### config.mk
export PLATFORM = sky130hd
export DESIGN_NAME = hazard_ctrl
export DESIGN_NICKNAME = d
export VERILOG_FILES = /design/src/rtl/hazard_ctrl.sv
export SDC_FILE = /design/constraint.sdc
export NUM_CORES = 1
export LEC_CHECK = 0
export CAP_MARGIN = 20
export CORE_UTILIZATION = 35
export DETAILED_ROUTE_END_ITERATION = 10
export HOLD_SLACK_MARGIN = 0.15
export PLACE_DENSITY_LB_ADDON = 0.2
export SLEW_MARGIN = 5
export SYNTH_ARGS = -nofsm -noshare
export SYNTH_HDL_FRONTEND = slang
export SYNTH_SLANG_ARGS = --single-unit
### constraint.sdc
create_clock -name clk -period 2.4 [get_ports clk]
set_clock_uncertainty 0.15 [all_clocks]
set_input_delay 0.48 -clock clk [delete_from_list [all_inputs] [get_ports clk]]
set_output_delay 0.48 -clock clk [all_outputs]
set_load 0.03 [all_outputs]
### src/rtl/hazard_ctrl.sv
// ----------------------------------------------------------------------------
// hazard_ctrl
//
// Pipeline hazard controller. It sits beside the datapath and drives the
// stall/flush controls of the PC and of every pipeline register up to MEM/WB.
//
// It handles four hazard sources, in this priority order:
//   - D-cache miss: freezes the whole pipe and bubbles MEM/WB.
//   - EX redirect: flushes the fetch registers and ID/EX.
//   - Load-use: inserts LOAD_LAT bubbles into ID/EX while holding fetch.
//   - I-cache miss: holds PC and the early fetch registers, and bubbles IF/ID.
// A redirect that resolves during an I-miss is remembered in a pending flag,
// so the wrong-path line that eventually returns is still discarded.
//
// Parameters:
//   RA_W       register-file address width
//   IF_STAGES  fetch registers between PC and EX (>= 2); the last one is IF/ID
//   LOAD_LAT   load-use bubbles per hazard (1..7)
//
// Ports:
//   clk, rst                  clock, synchronous active-high reset
//   memread_ex, rf_we_ex      EX is a load / EX writes the RF
//   rf_wa_ex                  EX destination register
//   rf_ra{0,1}_id, rf_re{0,1}_id  ID source registers and their read enables
//   npc_sel_ex                EX redirect (taken branch/jump)
//   inst_sram_miss            I-cache miss this cycle
//   data_sram_miss            D-cache miss (MEM stage) this cycle
//   stall_pc                  hold PC
//   stall_if / flush_if       per-fetch-register hold / bubble
//   flush_id_ex, stall_id_ex, stall_ex_mem, flush_mem_wb
//
// Optional build macro HAZARD_PERF_EN adds 32-bit wrapping counters:
//   perf_lu_cyc    cycles with load-use stalling active
//   perf_dmiss_cyc cycles with data_sram_miss
//   perf_imiss_cyc cycles with inst_sram_miss
//   perf_redir     npc_sel_ex pulses (rising edges)
//
// All control outputs are combinational from the inputs and current state.
// ----------------------------------------------------------------------------
module hazard_ctrl #(
    parameter int unsigned RA_W      = 5,
    parameter int unsigned IF_STAGES = 2,
    parameter int unsigned LOAD_LAT  = 1
) (
    input  logic                 clk,
    input  logic                 rst,
    input  logic                 memread_ex,
    input  logic                 rf_we_ex,
    input  logic [RA_W-1:0]      rf_wa_ex,
    input  logic [RA_W-1:0]      rf_ra0_id,
    input  logic [RA_W-1:0]      rf_ra1_id,
    input  logic                 rf_re0_id,
    input  logic                 rf_re1_id,
    input  logic                 npc_sel_ex,
    input  logic                 inst_sram_miss,
    input  logic                 data_sram_miss,
    output logic                 stall_pc,
    output logic [IF_STAGES-1:0] stall_if,
    output logic [IF_STAGES-1:0] flush_if,
    output logic                 flush_id_ex,
    output logic                 stall_id_ex,
    output logic                 stall_ex_mem,
    output logic                 flush_mem_wb
`ifdef HAZARD_PERF_EN
    ,
    output logic [31:0]          perf_lu_cyc,
    output logic [31:0]          perf_dmiss_cyc,
    output logic [31:0]          perf_imiss_cyc,
    output logic [31:0]          perf_redir
`endif
);

    typedef enum logic [0:0] {
        StIdle,
        StLuWait
    } state_e;

    // Remaining bubbles after the first one of a load-use hazard.
    localparam logic [2:0] LuInit = 3'(LOAD_LAT - 1);

    state_e     state_q, state_d;
    logic [2:0] cnt_q, cnt_d;
    logic       redir_pend_q, redir_pend_d;

    logic lu;
    logic lu_busy;
    logic lu_active;

    assign lu = memread_ex & rf_we_ex & (rf_wa_ex != '0) &
                ((rf_re0_id & (rf_wa_ex == rf_ra0_id)) |
                 (rf_re1_id & (rf_wa_ex == rf_ra1_id)));

    assign lu_busy = (state_q == StLuWait);

    // Load-use stalling is in effect this cycle (nothing of higher priority).
    assign lu_active = ~rst & ~data_sram_miss & ~npc_sel_ex & (lu | lu_busy);

    always_comb begin
        stall_pc     = 1'b0;
        stall_if     = '0;
        flush_if     = '0;
        flush_id_ex  = 1'b0;
        stall_id_ex  = 1'b0;
        stall_ex_mem = 1'b0;
        flush_mem_wb = 1'b0;
        state_d      = state_q;
        cnt_d        = cnt_q;
        redir_pend_d = redir_pend_q;

        if (rst) begin
            // Outputs stay quiet; state is cleared by the register block.
        end else if (data_sram_miss) begin
            // Freeze everything; MEM/WB gets a bubble. State is held.
            stall_pc     = 1'b1;
            stall_if     = '1;
            stall_id_ex  = 1'b1;
            stall_ex_mem = 1'b1;
            flush_mem_wb = 1'b1;
        end else begin
            if (npc_sel_ex) begin
                flush_if    = '1;
                flush_id_ex = 1'b1;
                state_d     = StIdle;
                cnt_d       = 3'd0;
            end else if (lu || lu_busy) begin
                stall_pc    = 1'b1;
                stall_if    = '1;
                flush_id_ex = 1'b1;
                if (lu_busy) begin
                    cnt_d = cnt_q - 3'd1;
                    if (cnt_q == 3'd1) begin
                        state_d = StIdle;
                    end
                end else if (LOAD_LAT > 1) begin
                    state_d = StLuWait;
                    cnt_d   = LuInit;
                end
            end

            if (inst_sram_miss) begin
                stall_pc                   = 1'b1;
                stall_if[IF_STAGES-2:0]    = '1;
                // IF/ID gets a bubble unless something already holds it.
                flush_if[IF_STAGES-1]      = flush_if[IF_STAGES-1] | ~stall_if[IF_STAGES-1];
            end

            // A redirect seen during the miss: the line in flight is wrong-path,
            // both while it is outstanding and in the cycle it lands.
            if (redir_pend_q) begin
                flush_if[0] = 1'b1;
            end

            redir_pend_d = inst_sram_miss & (npc_sel_ex | redir_pend_q);
        end
    end

    always_ff @(posedge clk) begin
        if (rst) begin
            state_q      <= StIdle;
            cnt_q        <= 3'd0;
            redir_pend_q <= 1'b0;
        end else begin
            state_q      <= state_d;
            cnt_q        <= cnt_d;
            redir_pend_q <= redir_pend_d;
        end
    end

`ifdef HAZARD_PERF_EN
    logic        npc_q;
    logic [31:0] perf_lu_q, perf_dmiss_q, perf_imiss_q, perf_redir_q;

    always_ff @(posedge clk) begin
        if (rst) begin
            npc_q        <= 1'b0;
            perf_lu_q    <= 32'd0;
            perf_dmiss_q <= 32'd0;
            perf_imiss_q <= 32'd0;
            perf_redir_q <= 32'd0;
        end else begin
            npc_q <= npc_sel_ex;
            if (lu_active)              perf_lu_q    <= perf_lu_q + 32'd1;
            if (data_sram_miss)         perf_dmiss_q <= perf_dmiss_q + 32'd1;
            if (inst_sram_miss)         perf_imiss_q <= perf_imiss_q + 32'd1;
            if (npc_sel_ex && !npc_q)   perf_redir_q <= perf_redir_q + 32'd1;
        end
    end

    assign perf_lu_cyc    = perf_lu_q;
    assign perf_dmiss_cyc = perf_dmiss_q;
    assign perf_imiss_cyc = perf_imiss_q;
    assign perf_redir     = perf_redir_q;
`else
    logic unused_lu_active;
    assign unused_lu_active = lu_active;
`endif

endmodule
## Word level (Yosys, flattened, before mapping)

Cells that the tools add are included.

| operators by class | value |
|---|---|
| add/subtract/negate cells | 1 |
| $mul | 0 |
| div/mod/pow operators | 0 |
| order comparisons | 0 |
| equality and inequality tests | 3 |
| shift operators | 0 |
| multiplexer cells | 31 |
| bitwise operators | 11 |
| reduce and logical (&&, ||, !) cells | 6 |

Operators by type and width:

| cell | count |
|---|---|
| 2-bit two-way mux | 11 |
| 1-bit two-way mux | 17 |
| 5-bit == test | 2 |
| 3-bit two-way mux | 3 |
| 1-bit AND | 6 |
| 5-bit nonzero test | 1 |
| 2-bit nonzero test | 2 |
| 3-bit by 1-bit == test with 1-bit output, second input constant | 1 |
| 1-bit bitwise OR | 3 |
| 3-bit AND reduction | 1 |
| 3-bit by 1-bit subtractor with 3-bit output, second input constant | 1 |
| 1-bit inverter | 2 |
| 2-bit AND reduction | 1 |
| 1-bit logical OR | 1 |

| word-level totals | value |
|---|---|
| register bits | 5 |
| latch bits | 0 |
| memory bits (writable) | 0 |
| memory bits (read-only) | 0 |
| input bits | 24 |
| output and inout bits | 9 |
| logic and storage cells | 55 |
| memories kept | 0 |

## Logic depth before layout (Yosys ltp)

Gate-level depths: netlist of run 1.

| depth | value |
|---|---|
| depth after elaboration | 14 |
| mapped depth | 6 |
| gate-level depth less buffers | 5 |

## Least setup slack after synthesis of run 1

OpenSTA, ideal clock, no wires.

| path | value |
|---|---|
| path kind | input port to output port |
| start | input port rf_wa_ex[3] |
| end | output port stall_if[0] |
| arrival time | 1.851 ns |
| slack | -0.081 ns |
| cell stages on the path | 5 |
| path buffers | 1 |
| cells stage by stage | xor2_1 -> nor4_1 -> a32oi_1 -> o21ai_1 -> buf_4 |

| between the ends | value |
|---|---|
| word-level cells in the longest chain between the ends | 12 |
| elaborated cells on any way between the ends | 16 |

RTL lines:

| what | line | source |
|---|---|---|
| start: declaration | 49 | `input logic [RA_W-1:0] rf_wa_ex,` |
| 5-bit == test, on equally long branches | 90, 91 |  |
| 1-bit AND, on equally long branches | 90, 91 |  |
| 1-bit bitwise OR | 90 | `((rf_re0_id & (rf_wa_ex == rf_ra0_id)) \|` |
| 1-bit AND (*) | 89 | `assign lu = memread_ex & rf_we_ex & (rf_wa_ex != '0) &` |
| 1-bit logical OR (*) | 125 | `end else if (lu \|\| lu_busy) begin` |
| 2-bit two-way mux (*) | 125 |  |
| 2-bit two-way mux (*) | 120 | `if (npc_sel_ex) begin` |
| 2-bit two-way mux (*) | 112 | `end else if (data_sram_miss) begin` |
| 2-bit two-way mux (*) | 110 | `if (rst) begin` |
| 1-bit two-way mux (*) | 140 | `if (inst_sram_miss) begin` |
| 2-bit two-way mux (*) | 112 |  |
| 2-bit two-way mux (*) | 110 |  |
| end: declaration | 58 | `output logic [IF_STAGES-1:0] stall_if,` |

Every way passes the cells marked *; elsewhere a longest branch is shown, timed or not. The select of a mux whose other input is x is not followed.

## Worst setup path after layout of run 1

| path | value |
|---|---|
| start | input port rf_wa_ex[2] |
| end | output port stall_if[1] |

| between the ends | value |
|---|---|
| word-level cells in the longest chain between the ends | 11 |
| elaborated cells on any way between the ends | 15 |

RTL lines:

| what | line |
|---|---|
| 5-bit == test, on equally long branches | 90, 91 |
| 1-bit AND, on equally long branches | 90, 91 |
| 1-bit bitwise OR | 90 |
| 1-bit AND (*) | 89 |
| 1-bit logical OR (*) | 125 |
| 2-bit two-way mux (*) | 125 |
| 2-bit two-way mux (*) | 120 |
| 2-bit two-way mux (*) | 112 |
| 2-bit two-way mux (*) | 110 |
| 2-bit two-way mux (*) | 112 |
| 2-bit two-way mux (*) | 110 |

Marks and branches as above.

==> results.md, run 1 <==
- The share of synthesized area occupied by flip-flops and latches is 0.198.
- The nature of the critical path startpoint is an input port.
- The total of buffers placed on input and output ports is 32.
- In this run the static leakage power is 0.427 nW.
- In the layout the commonest cells are sky130_fd_sc_hd__buf_4 (15), sky130_fd_sc_hd__nor2_1 (8), sky130_fd_sc_hd__xor2_1 (8), sky130_fd_sc_hd__dlygate4sd2_1 (8), sky130_fd_sc_hd__a21oi_1 (6).
- The library cell used most frequently in the layout, excluding fill and tap cells, is sky130_fd_sc_hd__buf_4.
- The width of the chip is 40.0 microns.
- The area of the mapped netlist is 505 sq um.
- Using the TritonRoute via totals, the vias-per-cell ratio works out to 5.16.
- The CTS tree is done.
- The detailed router put a total of 539 microns of wire on met1.
- Dividing the synthesized area by the synthesized cell count gives 7.54 sq um.
- The count of boundary I/O pins is 33.
- Dividing the final minimum period by the clock period gives 0.982.
- The final-report hold violation count was 0.
- At the later pin of the worst-skew pair, clock insertion delay measures 0.25 ns.
- The half-perimeter wire length after detailed placement is 1150 microns.
- In this run the number of H-tree levels came out at 1.
- The number of iterations in the first detailed-routing pass is 4.
- The total congestion overflow after global routing is 0.
- The sum of met3 wire segment lengths after detailed routing is 101 microns.
- The relative slew slack is 0.779.
- After clock tree synthesis, the setup repair step added 0 buffers.
- The number of global-route vias before repair is 532.
- The count of warnings emitted by yosys is 0.
- The clock root buffer is sky130_fd_sc_hd__clkbuf_4.
- The number of hold buffers added after CTS is 0.
- After the first detailed-routing iteration, the DRC count stood at 20.
- The detailed router used layers up to and including met4.
- Summing over every cut layer, the via total after detailed routing is 629.
- Row generation in the floorplan step produced 13 rows.
- The initial antenna violation count was 0.
- The worst supply voltage drop on vdd is 229 uV.
- At the end of routability-driven placement, the weighted congestion stood at 0.724.
- The detail route stage leaves a number of antenna-violating nets equal to 0.
- The power per unit of standard cell area is 336 nW/um^2.
- Clock-pin slew was measured on the worst setup and hold paths at 0.04 ns.
- The pin count of the biggest net entering global routing is 10.
- Setup violations remaining at the end of the flow were counted as 0.
- Derived from the worst setup path, the maximum achievable clock frequency is 425 MHz.
- When the netlist entered floorplanning its net count stood at 93.
- The flow ran to the end, and the final reports show no timing, DRC or antenna violations.
- Data on the critical path is required at its endpoint by 1.77 ns.
- The register bit total from synthesis is 5.
- The antenna diode instance count is 0.
- The max-slew violation count was 0.
- The post-layout utilization of the core is 0.717.
- The tightest min-delay check is of the flop to flop type.
- From bottom edge to top edge, the die measures 40.0 microns.
- The total routing resource utilization after global routing is 0.203.
- The distinct cell type count of the synthesized netlist is 26.
- The peak fanout along the critical path is 3.
- The remaining routing DRC violations is 0.
- The number of cells produced by synthesis is 67.
- The first global-routing pass estimated 2130 microns of wire.
- Summing all placed instances gives a cell area of 866 sq um.
- The category of the critical setup timing path is input port to primary output.
- The total non-filler cell area in the finished layout is 945 sq um.
- The average wire per standard cell is 12.1 microns.
- The shortest period the worst path allows is 2.36 ns.
- The final-layout setup total negative slack is 0 ns.
- The total wire length is 1480 microns.
- The overall die area is 1600 sq um.
- The area growth from synthesis to layout is 86.9%.
- Counting along the longest clock path gives a buffer depth of 2.
- The initial standard-cell utilization of the core is 0.384.
- Wire segments on met2 add up to 822 microns in the final route.
- The number of buffers inserted during clock tree synthesis is 3.
- STA puts the critical path data arrival time at 1.73 ns.
- Across the run, the number of max-cap violations was 0.
- The number of sinks driven by the clock tree is 5.
- The transition time at the pin with the least slew margin is 0.331 ns.
- Of the cells placed in the final design, the portion with a size suffix greater than 1 is 0.364.
- The kind of end point of the critical path is a primary output.
- In this run the standard cell core region covers 1320 sq um.
- The layout net count is 134.
-- report_power, final --
part,switching (mW),internal (mW)
sequential,0.000559,0.0843
combinational,0.0652,0.0684
clock,0.0362,0.0630
total,0.102,0.216
-- layout make-up --
cell class                 instances  area (sq um)
clock buffer                       4          26.3
fill                             116           373
inverter                           4          15.0
multi-input combinational         52           418
sequential                         5           100
tap                               15          18.8
timing repair buffer              42           367
-- final timing paths --
check	start	endpoint	slack, ns	cells past startpoint
max	rf_wa_ex[2]	stall_if[1]	0.04	6
max reg2reg	cnt_q[0]$_SDFFE_PP0P_	cnt_q[1]$_SDFFE_PP0P_	1.04	5
min reg2reg	cnt_q[1]$_SDFFE_PP0P_	cnt_q[1]$_SDFFE_PP0P_	0.34	2
min	cnt_q[1]$_SDFFE_PP0P_	cnt_q[1]$_SDFFE_PP0P_	0.34	2
-- flip-flops by register name, summed over array words and instances (netlist names) --
register / flops
redir_pend_q: 1
cnt_q: 3
lu_busy: 1
-- metal layers --
layer | GRT usage | vias up
met2 | 0.379 | 26
met1 | 0.211 | 289
li1 | - | 312
met4 | 0.0517 | 0
met5 | 0 | -
met3 | 0.0722 | 2
-- cell families (layout without fill, tap and decap cells) --
logic type / Yosys count / count (layout) / share of synthesized area
AND/OR/NAND/NOR: 23 / 23 / 0.255
AO/OA/AOI/OAI: 17 / 17 / 0.225
XOR/XNOR: 10 / 10 / 0.173
buffers and inverters: 10 / 50 / 0.0990
flip-flops: 5 / 5 / 0.198
adder cells (fa/ha/maj): 2 / 2 / 0.0495
-- through the flow --
stage          hold WS (ns)  power (mW)  cells  setup WS [ns]
2_1_floorplan         0.307       0.146     67         0.0373
5_1_grt               0.367       0.334    122        -0.0143
3_5_place_dp          0.338       0.216    118         -0.313
4_1_cts               0.346       0.317    122        0.00491
6_report              0.344       0.318    122         0.0443
3_3_place_gp          0.322       0.214    118         -0.295
-- Yosys cell counts, drive strengths merged --
cell type	number	share of area
nor2	9	0.067
xor2	8	0.14
a21oi	6	0.059
o21ai	6	0.059
dfxtp	5	0.20
buf	4	0.054
inv	4	0.030
nor4b	3	0.052
clkbuf	2	0.015
ha	2	0.049
nor3	2	0.020
nor3b	2	0.030
nor4	2	0.025
or3	2	0.025
xnor2	2	0.035
a21o	1	0.015
a22o	1	0.035
a32oi	1	0.017
and2	1	0.012
nand3	1	0.0099
o211ai	1	0.025
o21a	1	0.015
or4	1	0.015
-- timing repair --
| item | 4_1_cts | 5_1_grt |
|---|---|---|
| gates resized for setup | 38 | 12 |
| setup endpoints to repair | 5 | 5 |
| pin swaps | 10 | 10 |
-- critical path, stage by stage --
cell                       delay, ns
sky130_fd_sc_hd__buf_2          0.12
sky130_fd_sc_hd__or4_4          0.54
sky130_fd_sc_hd__o211ai_4       0.19
sky130_fd_sc_hd__or3_4          0.17
sky130_fd_sc_hd__o21ai_1        0.06
sky130_fd_sc_hd__buf_4          0.18
Note: power is estimated with default switching activity, not from simulation.
==> run 2: changes to the inputs <==
==> constraint.sdc (replaced) <==
create_clock -name clk -period 2.4 [get_ports clk]
set_clock_uncertainty 0.15 [all_clocks]
set_input_delay 0.24 -clock clk [delete_from_list [all_inputs] [get_ports clk]]
set_output_delay 0.24 -clock clk [all_outputs]
set_load 0.03 [all_outputs]
==> run 2 against run 1 <==
  * Via count is 3.8% lower
  * Die area stayed put
  * Clock power hardly changed
  * Largest cell class is now non-clock buffers
  * Setup slack better by 0.071 ns
  * Hold slack worse by 0.0092 ns
  * Critical path depth is 1 lower
  * Cell area is 4.5% lower
  * Sequential share of layout area is 0.50 points higher
  * Non-clock buffer count stayed put
  * Routed wire length is 10% lower
  * Total power is 1.3% lower
==> results.md, run 2 (synthesis gave the netlist of run 1 again) <==
- The switching power share of the total is 0.300 (-0.0214).
- The relative slew slack is 0.698 (-0.0813).
- The initial detailed-routing violation count was 11 (-45%).
- The final-report hold violation count is 0 (unchanged).
- The number of buffers on the longest clock path is 2 (unchanged).
- The combinational share of power is 0.414 (-0.007).
- The count of boundary I/O pins was 33 (unchanged).
- The number of hold buffers added after CTS is 0 (unchanged).
- The most common cell after layout, fill and taps aside is sky130_fd_sc_hd__clkdlybuf4s50_1.
- For hold timing, the worst endpoint is cnt_q[1]$_SDFFE_PP0P_.
- The data arrival at the endpoint of the critical path is 1.90 ns (+0.17 ns).
- The worst supply voltage drop on vdd was 174 uV (-24%).
- The max-capacitance violation count came to 0 (unchanged).
- The register with the most flip-flops is cnt_q.
- The met2 demand-to-capacity share in global routing is 0.343 (-0.0363).
- The total congestion overflow after global routing is 0 (unchanged).
- The global-route met3 utilization is 0.111 (+0.0389).
- The average wire per standard cell came to 10.9 microns (-10%).
- The library cell contributing the largest single delay on the critical path is sky130_fd_sc_hd__clkdlybuf4s50_1.
- The row count is 13 (unchanged).
- The antenna diode instance count is 0 (unchanged).
- The worst path required time is 2.01 ns (+0.24 ns).
- The switching power is 94.0 uW (-7.8%).
- From synthesis to final layout, the design area changed by 78.5%.
- The remaining antenna violation count after routing was 0 (unchanged).
- The width of the chip is 40.0 microns (unchanged).
- The depth of the worst hold-timing path was 2 (unchanged).
- The overall die area is 1600 sq um (unchanged).
- The portion of the clock cycle consumed by the worst path in the final layout is 0.952 (-0.0294).
- The most repeated library cell on the critical path is sky130_fd_sc_hd__clkdlybuf4s50_1.
- The vertical die dimension is 40.0 microns (unchanged).
- The ratio of routed vias to standard cells is 4.96 (-3.8%).
- The initial antenna violation count came to 0 (unchanged).
- The number of global-route vias before repair is 524 (-1.5%).
- The cell-internal power was 220 uW (+1.9%).
- The H-tree depth reported by CTS is 1 (unchanged).
- The half-perimeter wire length after detailed placement is 1130 microns (-2.1%).
- The final weighted congestion in routability-driven placement came to 0.709 (-2.0%).
- The transition time at the pin with the least slew margin came to 0.446 ns (+0.116 ns).
- The layer with the highest usage is met2.
- The total wire length is 1330 microns (-10%).
- The fraction of power consumed by sequential logic came to 0.270 (+0.003).
- The run finished with clean final reports.
- In the layout the commonest cells are sky130_fd_sc_hd__clkdlybuf4s50_1 (27), sky130_fd_sc_hd__buf_4 (14), sky130_fd_sc_hd__nor2_1 (9), sky130_fd_sc_hd__xor2_1 (8), sky130_fd_sc_hd__a21oi_1 (6).
- The timing-limited maximum frequency is 438 MHz (+3.1%).
- The clock edge transition at the registers on the reported setup and hold paths is 0.04 ns (about the same).
- The total of buffers placed on input and output ports came to 32 (unchanged).
- The path depth of the worst reg2reg path was 5 (unchanged).
- The clock insertion delay at the later pin of the skew report is 0.25 ns (about the same).
- The share of layout cells above drive strength 1 is 0.206 (-0.159).
- The remaining routing DRC violations was 0 (unchanged).
- The signal on the critical path passes through clkdlybuf4s50_1 -> buf_4 -> nor2_1 -> o21a_1 -> clkdlybuf4s50_1.
- The portion of total power attributed to the clock network was 0.316 (+0.004).
- The nature of the critical path startpoint is an input port.
- The slack of the worst reg-to-reg path is 1.07 ns (+0.03 ns).
- The worst min-delay path category is flop to flop.
- The met1 routing resource usage after global routing is 0.197 (-0.0134).
- The total non-filler cell area in the finished layout came to 902 sq um (-4.5%).
- The max-slew violation count was 0 (unchanged).
- The number of iterations in the first detailed-routing pass was 4 (unchanged).
- The post-placement cell area is 875 sq um (+1.0%).
- The initial standard-cell utilization of the core was 0.384 (unchanged).
- The tree is rooted in a sky130_fd_sc_hd__clkbuf_4.
- The leakage power came to 0.355 nW (-17%).
- The flip-flop count of the largest register after layout came to 3 (unchanged).
- The kind of end point of the critical path is a primary output.
- Setup repair after global routing left no endpoint under its margin.
- The number of buffers inserted during clock tree synthesis is 3 (unchanged).
- The placeable core region came to 1320 sq um (unchanged).
- The pin count of the biggest net entering global routing is 11 (+1).
- The category of the critical setup timing path is input port to primary output.
- The worst register-to-register path ends at cnt_q[1]$_SDFFE_PP0P_.
- The wire length of the first global-routing pass is 2020 microns (-4.9%).
- The number of sinks driven by the clock tree came to 5 (unchanged).
- The worst register-to-register path begins at cnt_q[0]$_SDFFE_PP0P_.
- The total of endpoints with negative setup slack in the final report is 0 (unchanged).
- In this run the most critical hold path is launched from cnt_q[1]$_SDFFE_PP0P_.
- The layout net count is 134 (unchanged).
- The routed via count came to 605 (-3.8%).
- The stage delay of the slowest cell on the critical path is 0.65 ns (+0.11 ns).
- The power per unit of standard cell area is 348 nW/um^2 (+3.4%).
- The post-layout utilization of the core came to 0.685 (-0.0323).
- The shortest period the worst path allows is 2.29 ns (-0.0705 ns).
- TritonCTS built the clock tree.
- The peak fanout along the critical path is 9 (+6).
- The total routing resource utilization after global routing is 0.196 (-0.00692).
-- run 2: cell types whose count changed in the layout (fill, tap and decap cells not counted), sizes merged --
cell	previous run	this run
buf	22	14
clkdlybuf4s15	4	0
clkdlybuf4s50	4	27
dlygate4sd2	8	0
dlymetal6s2s	3	0
-- run 2: worst max-delay path, delay by kind of cell --
family	cells	cell delay, ns
and+or+nand+nor	1	0.20
AOI/OAI and AO/OA	1	0.15
buffers and inverters	3	1.30
-- run 2: timing repair --
action                                  4_1_cts  5_1_grt
resized for setup                             1        3
endpoints found under the setup margin        1        3
setup buffers                                 0        0
-- run 2: layer usage --
layer	wire length (microns)	share of wire	vias up
li1	-	-	314
met1	526	0.40	265
met2	685	0.52	24
met3	100	0.075	2
met4	13	0.0098	0
met5	0	0	-
-- run 2: power by group through the flow --
stage               logic, mW  clock network [mW]  registers (mW)
finish                  0.130              0.0991          0.0848
global route            0.140               0.112          0.0848
CTS                     0.129               0.104          0.0848
detailed placement      0.130                   0          0.0863
global placement        0.128                   0          0.0863
floorplan              0.0590                   0          0.0861
-- run 2: final cells by class --
class	count	area, sq um
Clock buffer	4	26.3
Fill cell	136	415
Inverter	4	15.0
Multi-Input combinational cell	52	362
Sequential cell	5	100
Tap cell	15	18.8
Timing Repair Buffer	42	380
-- run 2: through the flow --
step,setup TNS [ns],hold slack [ns],worst slack (ns),cells,power [mW]
2_1_floorplan,0,0.299,0.399,67,0.145
3_3_place_gp,-0.194,0.324,-0.194,118,0.215
3_5_place_dp,-0.196,0.334,-0.196,118,0.216
4_1_cts,0,0.344,0.0433,122,0.318
5_1_grt,0,0.392,0.0283,122,0.336
6_report,0,0.335,0.115,122,0.314
-- run 2: how the worst max path moves through the flow --
stage	from	to	slack (ns)
floorplan	rf_wa_ex[3]	stall_if[0]	0.40
global placement	rf_wa_ex[3]	stall_if[1]	-0.19
detailed placement	rf_wa_ex[1]	stall_if[1]	-0.20
CTS	rf_wa_ex[1]	stall_if[1]	0.04
global route	rf_wa_ex[1]	stall_pc	0.03
finish	rst	flush_if[0]	0.11
